==> config.mk <==
export PLATFORM = sky130hd
export DESIGN_NAME = pipeline_stage_memory
export DESIGN_NICKNAME = d
export VERILOG_FILES = /design/src/rtl/pipeline_stage_memory.sv
export SDC_FILE = /design/constraint.sdc
export NUM_CORES = 1
export LEC_CHECK = 0
export BUFFER_PORTS_ARGS = -buffer_cell sky130_fd_sc_hd__buf_4
export CORE_AREA = 2 2 139 141
export DETAILED_ROUTE_END_ITERATION = 10
export DIE_AREA = 0 0 141 143
export HOLD_SLACK_MARGIN = 0.12
export PLACE_DENSITY = 0.78
export RECOVER_POWER = 50
export SYNTH_ARGS = -nofsm -noshare
export SYNTH_HDL_FRONTEND = slang
export SYNTH_SLANG_ARGS = --single-unit
==> constraint.sdc <==
create_clock -name clock -period 3.49 [get_ports clock]
set_clock_uncertainty 0.2 [all_clocks]
set_input_delay 0.698 -clock clock [delete_from_list [all_inputs] [get_ports clock]]
set_output_delay 0.698 -clock clock [all_outputs]
set_load 0.01 [all_outputs]
==> src/rtl/pipeline_stage_memory.sv <==
// pipeline_stage_memory
// Fourth pipeline stage. Takes the EX result registers, runs data-memory
// loads/stores over a req/ack handshake, formats load data into the MEM
// result registers and publishes the forwarding record for write-back.
//
// State table
//   state | meaning
//   IDLE  | no access in flight; aligned mem op issues a request and stalls
//   WAIT  | request outstanding, dm_* held stable, stall until dm_ack
//   RESP  | read data captured; MEM registers load the access result
//
// Ports
//   clock, reset             stage clock (rising), async active-low reset
//   ex_*                     EX-stage result registers (instruction in MEM)
//   dm_req/we/addr/wdata/byte_en, dm_ack, dm_rdata   data-memory handshake
//   stall_from_memory        upstream hold while an access is outstanding
//   mem_*                    MEM result registers feeding write-back
//   fwd_*                    forwarding record derived from MEM registers
module pipeline_stage_memory #(
  parameter int DATA_WIDTH   = 32,
  parameter int REG_ID_WIDTH = 5
) (
  input  logic                    clock,
  input  logic                    reset,
  input  logic                    ex_valid,
  input  logic [DATA_WIDTH-1:0]   ex_pc,
  input  logic                    ex_mem_read,
  input  logic                    ex_mem_write,
  input  logic [1:0]              ex_mem_size,
  input  logic                    ex_mem_signed,
  input  logic [DATA_WIDTH-1:0]   ex_dm_address,
  input  logic [DATA_WIDTH-1:0]   ex_store_data,
  input  logic [REG_ID_WIDTH-1:0] ex_reg_write_id,
  input  logic                    ex_reg_write_ready,
  input  logic [DATA_WIDTH-1:0]   ex_reg_write_data,
  output logic                    dm_req,
  output logic                    dm_we,
  output logic [DATA_WIDTH-1:0]   dm_addr,
  output logic [DATA_WIDTH-1:0]   dm_wdata,
  output logic [3:0]              dm_byte_en,
  input  logic                    dm_ack,
  input  logic [DATA_WIDTH-1:0]   dm_rdata,
  output logic                    stall_from_memory,
  output logic                    mem_valid,
  output logic [DATA_WIDTH-1:0]   mem_pc,
  output logic                    mem_fault,
  output logic [REG_ID_WIDTH-1:0] mem_reg_write_id,
  output logic [DATA_WIDTH-1:0]   mem_reg_write_data,
  output logic [REG_ID_WIDTH-1:0] fwd_register_id,
  output logic                    fwd_data_ready,
  output logic [DATA_WIDTH-1:0]   fwd_data
);

  typedef enum logic [1:0] {IDLE, WAIT, RESP} state_t;

  state_t                  state, nextState;
  logic                    isAccess, aligned, memOp, misaligned;
  logic [3:0]              storeByteEn;
  logic [DATA_WIDTH-1:0]   storeData;
  logic [DATA_WIDTH-1:0]   readDataReg;
  logic [DATA_WIDTH-1:0]   laneWord;
  logic [DATA_WIDTH-1:0]   loadData;

  always_comb begin
    isAccess = ex_valid && (ex_mem_read || ex_mem_write);
    case (ex_mem_size)
      2'd0:    aligned = 1'b1;
      2'd1:    aligned = !ex_dm_address[0];
      default: aligned = (ex_dm_address[1:0] == 2'b00);
    endcase
    memOp      = isAccess && aligned;
    misaligned = isAccess && !aligned;
  end

  // The request is registered, so stall is raised combinationally in the
  // issuing IDLE cycle to hold the same instruction in EX until RESP.
  assign stall_from_memory = ((state == IDLE) && memOp) || (state == WAIT);

  always_comb begin
    nextState = state;
    case (state)
      IDLE:    if (memOp) nextState = WAIT;
      WAIT:    if (dm_ack) nextState = RESP;
      RESP:    nextState = IDLE;
      default: nextState = IDLE;
    endcase
  end

  always_comb begin
    case (ex_mem_size)
      2'd0: begin
        storeByteEn = 4'b0001 << ex_dm_address[1:0];
        storeData   = {4{ex_store_data[7:0]}};
      end
      2'd1: begin
        storeByteEn = 4'b0011 << ex_dm_address[1:0];
        storeData   = {2{ex_store_data[15:0]}};
      end
      default: begin
        storeByteEn = 4'b1111;
        storeData   = ex_store_data;
      end
    endcase
  end

  // Little-endian lane select: move the addressed lane down to bit 0.
  always_comb begin
    laneWord = readDataReg >> {ex_dm_address[1:0], 3'b000};
    case (ex_mem_size)
      2'd0:    loadData = {{(DATA_WIDTH-8){ex_mem_signed & laneWord[7]}}, laneWord[7:0]};
      2'd1:    loadData = {{(DATA_WIDTH-16){ex_mem_signed & laneWord[15]}}, laneWord[15:0]};
      default: loadData = readDataReg;
    endcase
  end

  always_ff @(posedge clock or negedge reset) begin
    if (!reset) begin
      state       <= IDLE;
      dm_req      <= 1'b0;
      dm_we       <= 1'b0;
      dm_addr     <= '0;
      dm_wdata    <= '0;
      dm_byte_en  <= '0;
      readDataReg <= '0;
    end else begin
      state <= nextState;
      if ((state == IDLE) && memOp) begin
        dm_req     <= 1'b1;
        dm_we      <= ex_mem_write;
        dm_addr    <= {ex_dm_address[DATA_WIDTH-1:2], 2'b00};
        dm_wdata   <= storeData;
        dm_byte_en <= storeByteEn;
      end else if ((state == WAIT) && dm_ack) begin
        dm_req      <= 1'b0;
        readDataReg <= dm_rdata;
      end
    end
  end

  always_ff @(posedge clock or negedge reset) begin
    if (!reset) begin
      mem_valid          <= 1'b0;
      mem_pc             <= '0;
      mem_fault          <= 1'b0;
      mem_reg_write_id   <= '0;
      mem_reg_write_data <= '0;
    end else if (stall_from_memory || !ex_valid) begin
      mem_valid <= 1'b0;
    end else begin
      mem_valid <= 1'b1;
      mem_pc    <= ex_pc;
      mem_fault <= misaligned;
      if (misaligned) begin
        mem_reg_write_id   <= '0;
        mem_reg_write_data <= ex_reg_write_data;
      end else if (ex_mem_read) begin
        // Only reachable in RESP: an aligned load in IDLE stalls instead.
        mem_reg_write_id   <= ex_reg_write_id;
        mem_reg_write_data <= loadData;
      end else begin
        mem_reg_write_id   <= ex_reg_write_id;
        mem_reg_write_data <= ex_reg_write_data;
      end
    end
  end

  always_comb begin
    fwd_data_ready  = 1'b1;
    fwd_register_id = '0;
    fwd_data        = '0;
    if (mem_valid) begin
      fwd_register_id = mem_reg_write_id;
      fwd_data        = mem_reg_write_data;
    end
  end

  // A non-load writing a register must arrive with its data already final.
  nonLoadReady: assert property (@(posedge clock) disable iff (!reset)
    (ex_valid && !stall_from_memory && !ex_mem_read && (ex_reg_write_id != '0))
      |-> ex_reg_write_ready);

endmodule

==> impl_results.md, run 1 <==
* Mux cell area share after synthesis at 3.46%
* Number of fill cells at 1786
* Overall Global Routing Usage at roughly 25%
* Largest net degree at the start of global routing at between 90 and 100
* Clock transition at the registers of the reported paths at 70 ps
* Number of synthesized flops with an enable pin at 0
* CTS tree: done
* Synth Area in Adders at 0%
* Final HPWL DP at around 19000 um
* Failing checks: max-capacitance violations, max-slew violations
* CP Capture Type: async pin
* Final worst slack at 694 ps
* Drt total wl at 25400 um
* Vias in the first global route at 7392
* Max_slew headroom at -30.4%
* WL/cell at 17.2 um
* Initial antenna violation count at 0
* Slew @ Worst Pin at between 1500 and 2000 ps
* Top post-synthesis cells by count: nand2_1 (383), dfrtp_1 (173), nor2_1 (47)
* Post-Synth Simple-Gate Area at approximately 26%
* Synth Area in Compound Gates at between 10% and 20%
* Via Count at 7380
* H-tree Lvls at 4
* Leak Pwr at approximately 5.4 nW
* Final Slew Violations at 76
* Setup TNS Final at 0 ps
* Unrepaired setup endpoints after global routing: false
* Setup CP Type: in2async
* Most area-hungry cell type in the Yosys netlist: dfrtp_1
* Synthesized area at between 7000 and 8000 um2
* Run status: finished, violations left
* Yosys top cell area share at 54.9%
* Synthesis Warnings at 0
* # rows at 50
* Post-route ant nets at 0
* Total Die Area at 20200 um2
* Io pins at 355
* Post-synthesis sequential area ratio at 54.9%
* Core area at 18600 um2
* Clk sinks at around 170
* Port Buffers at 350
* Initial DRC Count at around 390
* HP Class: in2reg
* Max FO, Critical Path at 76
* # diodes at 0
* CTS Buffer Depth at 2
* Grt total ovfl at 0
* Setup Viol. Count Final at 0
* CTS buffer count at 17
* Ys flop type: dfrtp_1
* GPL Wtd Cong at 0.837
* Final Hold Fails at 0
* Pwr dens at 643 nW/um2
* Max Clk Rate at 358 MHz
* Die Wd at 141 um
* Starting Density at 42.4%
* Clock Latency Late Sink at approximately 420 ps
* Final hold slack at 256 ps
* First-pass GRT wire length at 39700 um
* Final period util at 80.1%
* Ys async rst share at 100%
* Most frequent cell after synthesis: nand2_1
* Largest family of logic cells by synthesized area: simple AND/OR/NAND/NOR gates
* Root buf cell: clkbuf_16
* Peak VDD IR at ~0.40 mV
* Placement Setup Slack at 568 ps
* DR vias/cell at 5.01
* Cells after Synth at 905
* #FFs+latches synth at 173
* Critical path required time at 3880 ps
* Area grow syn2layout at 36.0%
* CP arrival at 3180 ps
* Syn_area_per_cell at 8.71 um2
* Top cells by area, synth: dfrtp_1 (55%), nand2_1 (18%), mux2i_1 (3.2%)
* Unique cell type count in the Yosys netlist at 41
* DRT Pass-1 Iters at 5
* Xor/xnor cell area share of the yosys netlist at 0%
* Number of remaining DRC errors at 0
* Layout cell share with drive strength beyond 1 at 21.7%
* Max Cap Viol at 1
* CP Launch Type: input pin
* Tmin final at 2800 ps
* Final #Nets at between 1000 and 1500
* Chip height at between 100 and 150 um
-- registers in the layout (all words and copies together) (netlist names) --
| name | flops |
|---|---|
| state | 2 |
| dm_req | 1 |
| dm_addr | 30 |
| readDataReg | 32 |
| mem_valid | 1 |
| mem_reg_write_data | 32 |
| dm_we | 1 |
| dm_wdata | 32 |
| mem_reg_write_id | 5 |
| mem_pc | 32 |
| mem_fault | 1 |
| dm_byte_en | 4 |
-- cell usage in the layout (no fill, tap or decap), types with 5 or more instances in the layout --
cell type / netlist / routed
a21oi_1: 35 / 35
a221oi_1: 7 / 7
a22o_1: 5 / 5
a2bb2oi_1: 7 / 7
a31oi_1: 7 / 7
and2_1: 37 / 37
buf_4: 13 / 223
clkbuf_1: 36 / 136
clkbuf_16: 0 / 17
dfrtp_1: 173 / 173
mux2i_1: 25 / 25
nand2_1: 383 / 383
nand2b_1: 13 / 13
nor2_1: 47 / 46
o21ai_0: 37 / 37
o221ai_1: 7 / 7
o31ai_1: 23 / 23
-- critical path, stage by stage --
cell and delay [ps]:
dlygate4sd3_1 530, clkbuf_2 1380, buf_4 500
-- layer usage --
layer  wire (um)  GRT usage [%]  share of wire (%)  vias to the layer above
met1       10400           32.0                 41                     3413
li1            -              -                  -                     3594
met4         867           10.5                3.4                        0
met5           0              0                  0                        -
met2       11900           40.7                 47                      326
met3        2260           8.25                8.9                       47
-- worst paths after layout --
path	cells past startpoint	to	from	slack, ps
max in group clock	2	fwd_data[30]	mem_valid	800
setup / recovery	3	mem_pc[22]	reset	690
setup reg to reg	5	mem_reg_write_data[11]	readDataReg[23]	1290
hold / removal	3	dm_addr[21]	ex_dm_address[21]	260
hold reg to reg	2	mem_pc[11]	mem_pc[11]	280
min in group asynchronous	2	dm_addr[29]	reset	1150
-- stage by stage --
| step | area, um2 | power, mW | instances | utilization [%] |
|---|---|---|---|---|
| 2_1_floorplan | 7880 | 4.06 | 906 | - |
| 3_3_place_gp | 10600 | 5.35 | 1440 | 57.3 |
| 3_5_place_dp | 10600 | 5.41 | 1440 | 57.3 |
| 4_1_cts | 11200 | 7.34 | 1473 | 60.5 |
| 5_1_grt | 10700 | 7.34 | 1473 | 57.7 |
| 6_report | 10700 | 6.89 | 1473 | 57.7 |
-- power by group --
part           internal, mW  leakage (nW)  switching (mW)
Clock                  1.04         0.286           0.851
Sequential             2.61          2.14           0.449
Combinational         0.781          3.02            1.16
Total                  4.43          5.44            2.46
-- cell type report --
cell class	count	area (um2)	share of cell area, %
well taps	234	293	2.73
inverters	2	7.51	0.0700
repair buffers	362	2240	20.9
clock inverters	12	126	1.18
multi-input cells	670	3270	30.5
flip-flops and latches	173	4330	40.4
clock buffers	20	457	4.26
-- repair_timing --
item	CTS	global route
gates resized for setup	0	0
endpoints found under the hold margin	29	0
hold buffers	1	0
setup buffers	0	0
-- kinds of logic after synthesis --
family          count (synthesis)
mux                            27
compound gates                143
other cells                     2
simple gates                  497
flops                         173
buf+inv                        63
Power figures use the tool's default switching activity.
==> run 2: changes to the inputs <==
--- a/config.mk
+++ b/config.mk
@@ -6,11 +6,11 @@
 export NUM_CORES = 1
 export LEC_CHECK = 0
 export BUFFER_PORTS_ARGS = -buffer_cell sky130_fd_sc_hd__buf_4
-export CORE_AREA = 2 2 139 141
+export CORE_MARGIN = 2
+export CORE_UTILIZATION = 43
 export DETAILED_ROUTE_END_ITERATION = 10
-export DIE_AREA = 0 0 141 143
 export HOLD_SLACK_MARGIN = 0.12
-export PLACE_DENSITY = 0.78
+export PLACE_DENSITY = 0.82
 export RECOVER_POWER = 50
 export SYNTH_ARGS = -nofsm -noshare
 export SYNTH_HDL_FRONTEND = slang
==> constraint.sdc (replaced) <==
create_clock -name clock -period 2.45 [get_ports clock]
set_clock_uncertainty 0.2 [all_clocks]
set_input_delay 0.49 -clock clock [delete_from_list [all_inputs] [get_ports clock]]
set_output_delay 0.49 -clock clock [all_outputs]
set_load 0.01 [all_outputs]
==> run 2 against run 1 <==
  * The flow now finishes without violations
  * Setup slack worse by 500 ps
  * Hold slack worse by 110 ps
  * Design area up 13%
  * Clock power up 55%
  * Critical path type is now reg2out
  * First-iteration DRC count up 21%
  * Final cell count up 7.9%
  * Total power up 52%
  * Clock-buffer cell count unchanged
  * Utilization up 9.7 points
==> impl_results.md, run 2 (synthesis gave the netlist of run 1 again) <==
* DR vias/cell at 5.11 (+2.1%)
* CTS buffer count at 17 (unchanged)
* Clock Latency Late Sink at 420 ps (about the same)
* CTS Buffer Depth at 2 (unchanged)
* Multi-input gate area at 3280 um2 (+0.31%)
* CTS tree: done
* Run status: finished clean
* Core area at 18000 um2 (-3.3%)
* Setup Viol. Count Final at 0 (unchanged)
* Number of remaining DRC errors at 0 (unchanged)
* Layout cell share with drive strength beyond 1 at 23.5% (+1.7 points)
* Max stage delay on crit path at 390 ps (-990 ps)
* Net load switching power at 3.62 mW (+47%)
* # rows at 49 (-2.0%)
* Via Count at 8126 (+10%)
* HP Class: in2reg
* Vias in the first global route at 8410 (+14%)
* Critical path required time at 1760 ps (-2120 ps)
* Setup CP Type: reg2out
* Root buf cell: clkbuf_16
* Final hold slack at 151 ps (-106 ps)
* Starting Density at 43.9% (+1.5 points)
* Reg power frac at 42.1% (-2.3 points)
* Port Buffers at 350 (unchanged)
* Leak Pwr at 6.11 nW (+12%)
* Unrepaired setup endpoints after global routing: false
* Final period util at between 90% and 100%
* Clock transition at the registers of the reported paths at 70 ps (about the same)
* Setup TNS Final at 0 ps (unchanged)
* Logic gate share of total power at 29.9% (+1.8 points)
* Final Hold Fails at 0 (unchanged)
* Register area at 4330 um2 (about the same)
* Total Die Area at 19400 um2 (-3.7%)
* Area grow syn2layout at 53.6%
* Largest net degree at the start of global routing at 76 (-20%)
* Initial antenna violation count at 0 (unchanged)
* Max Clk Rate at 443 MHz
* Max Cap Viol at 0 (-1)
* Slowest cell on crit path: dfrtp_1
* CP Cell Sequence: nand2b_1 > nor3_2 > o21ai_4 > nand2_1 > buf_4
* Overall Global Routing Usage at 29.8% (+4.4 points)
* Final #Nets at 1522 (+8.6%)
* Internal power at 6.87 mW (+55%)
* Pwr dens at 867 nW/um2 (+35%)
* DRT Pass-1 Iters at 5 (unchanged)
* CP Capture Type: primary output
* Max_slew headroom at 33.7% (+64 points)
* WL/cell at 18.1 um (+5.0%)
* Post-place instance area at 10800 um2 (+1.2%)
* Drt total wl at 28800 um (+13%)
* Io pins at 355 (unchanged)
* Post-route ant nets at 0 (unchanged)
* Max FO, Critical Path at 3 (-96%)
* Final HPWL DP at 19400 um (+3.5%)
* Most frequent cells in the layout: nand2_1 (383), buf_4 (266), dfrtp_1 (172)
* Slew @ Worst Pin at 994 ps (-962 ps)
* Switching share of power at 34.5% (-1.2 points)
* Setup Fix Bufs, Post-CTS at 0 (unchanged)
* Final instance area at 12100 um2 (+13%)
* GPL Wtd Cong at 0.880 (+5.1%)
* Tmin final at 2260 ps
* Power, Total at 10.5 mW (+52%)
* Clk sinks at 173 (unchanged)
* First-pass GRT wire length at 45500 um (+15%)
* Grt total ovfl at 0 (unchanged)
* # diodes at 0 (unchanged)
* Commonest non-fill, non-tap cell in the layout: nand2_1
* Power share of the clock group at 27.9% (+0.4 points)
* Worst path bufs/invs at 1 (-2)
* Peak VDD IR at 0.553 mV (+37%)
* Number of fill cells at 1449 (-19%)
* H-tree Lvls at 4 (unchanged)
* Chip height at 139 um (-2.5%)
* Final Slew Violations at 0 (-100%)
* Crit-path leading delay family: simple AND/OR/NAND/NOR gates
* Initial DRC Count at 466 (+21%)
* Die Wd at 139 um (-1.2%)
* CP Launch Type: register
* CP arrival at 1570 ps (-1610 ps)
-- run 2: changes by cell type in the layout (fill, tap and decap cells not counted), sizes merged --
cell         change
clkbuf          -32
clkinvlp         +1
buf             +44
dlygate4sd3    +109
bufinv           +3
inv              -4
-- run 2: repair_timing --
| action | 4_1_cts | 5_1_grt |
|---|---|---|
| endpoints found under the setup margin | 38 | 0 |
| resized for setup | 2 | 0 |
| endpoints found under the hold margin | 161 | 0 |
| hold buffers | 110 | 0 |
-- run 2: area by class of cell --
type	count	area share, %
well taps	229	2.37
multi-input cells	670	27.1
inverters	2	0.0620
flip-flops and latches	173	35.8
repair buffers	483	29.4
clock buffers	20	3.77
clock inverters	12	1.52
-- run 2: final timing paths --
kind	start	to	slack, ps	depth (start not counted)
max in group asynchronous	reset	dm_wdata[6]	310	3
setup reg to reg	readDataReg[23]	mem_reg_write_data[14]	290	5
hold reg to reg	dm_wdata[0]	dm_wdata[0]	270	2
hold / removal	ex_reg_write_data[0]	mem_reg_write_data[0]	150	3
min in group asynchronous	reset	dm_addr[19]	400	2
setup / recovery	state[0]	stall_from_memory	190	5
-- run 2: per-layer routing --
layer  global-route usage [%]  vias up  share of wire [%]
li1                         -     3839                  -
met1                     36.9     3793                 39
met4                     11.6        0                3.5
met2                     49.7      418                 49
met5                        0        -                  0
met3                     8.33       76                8.5
-- run 2: power groups by stage --
stage          logic [mW]  clock network, mW  registers (mW)
3_5_place_dp         3.36                  0            4.42
6_report             3.14               2.93            4.42
2_1_floorplan        1.23                  0            4.56
5_1_grt              3.46               3.11            4.50
4_1_cts              3.51               2.98            4.39
3_3_place_gp         3.26                  0            4.40
-- run 2: worst register-to-register path: stages (launching register included) --
cell and delay [ps]:
dfrtp_1 440, mux2_2 320, mux2i_1 180, o21ai_1 270
a221oi_1 500, o31ai_1 130
-- run 2: through the flow --
step / utilization (%) / cells / setup slack (ps)
6_report: 67.4 / 1589 / 194
5_1_grt: 67.4 / 1589 / 48.7
4_1_cts: 69.7 / 1589 / 144
3_5_place_dp: 59.9 / 1447 / 37.0
3_3_place_gp: 59.9 / 1447 / 111
2_1_floorplan: - / 906 / 201
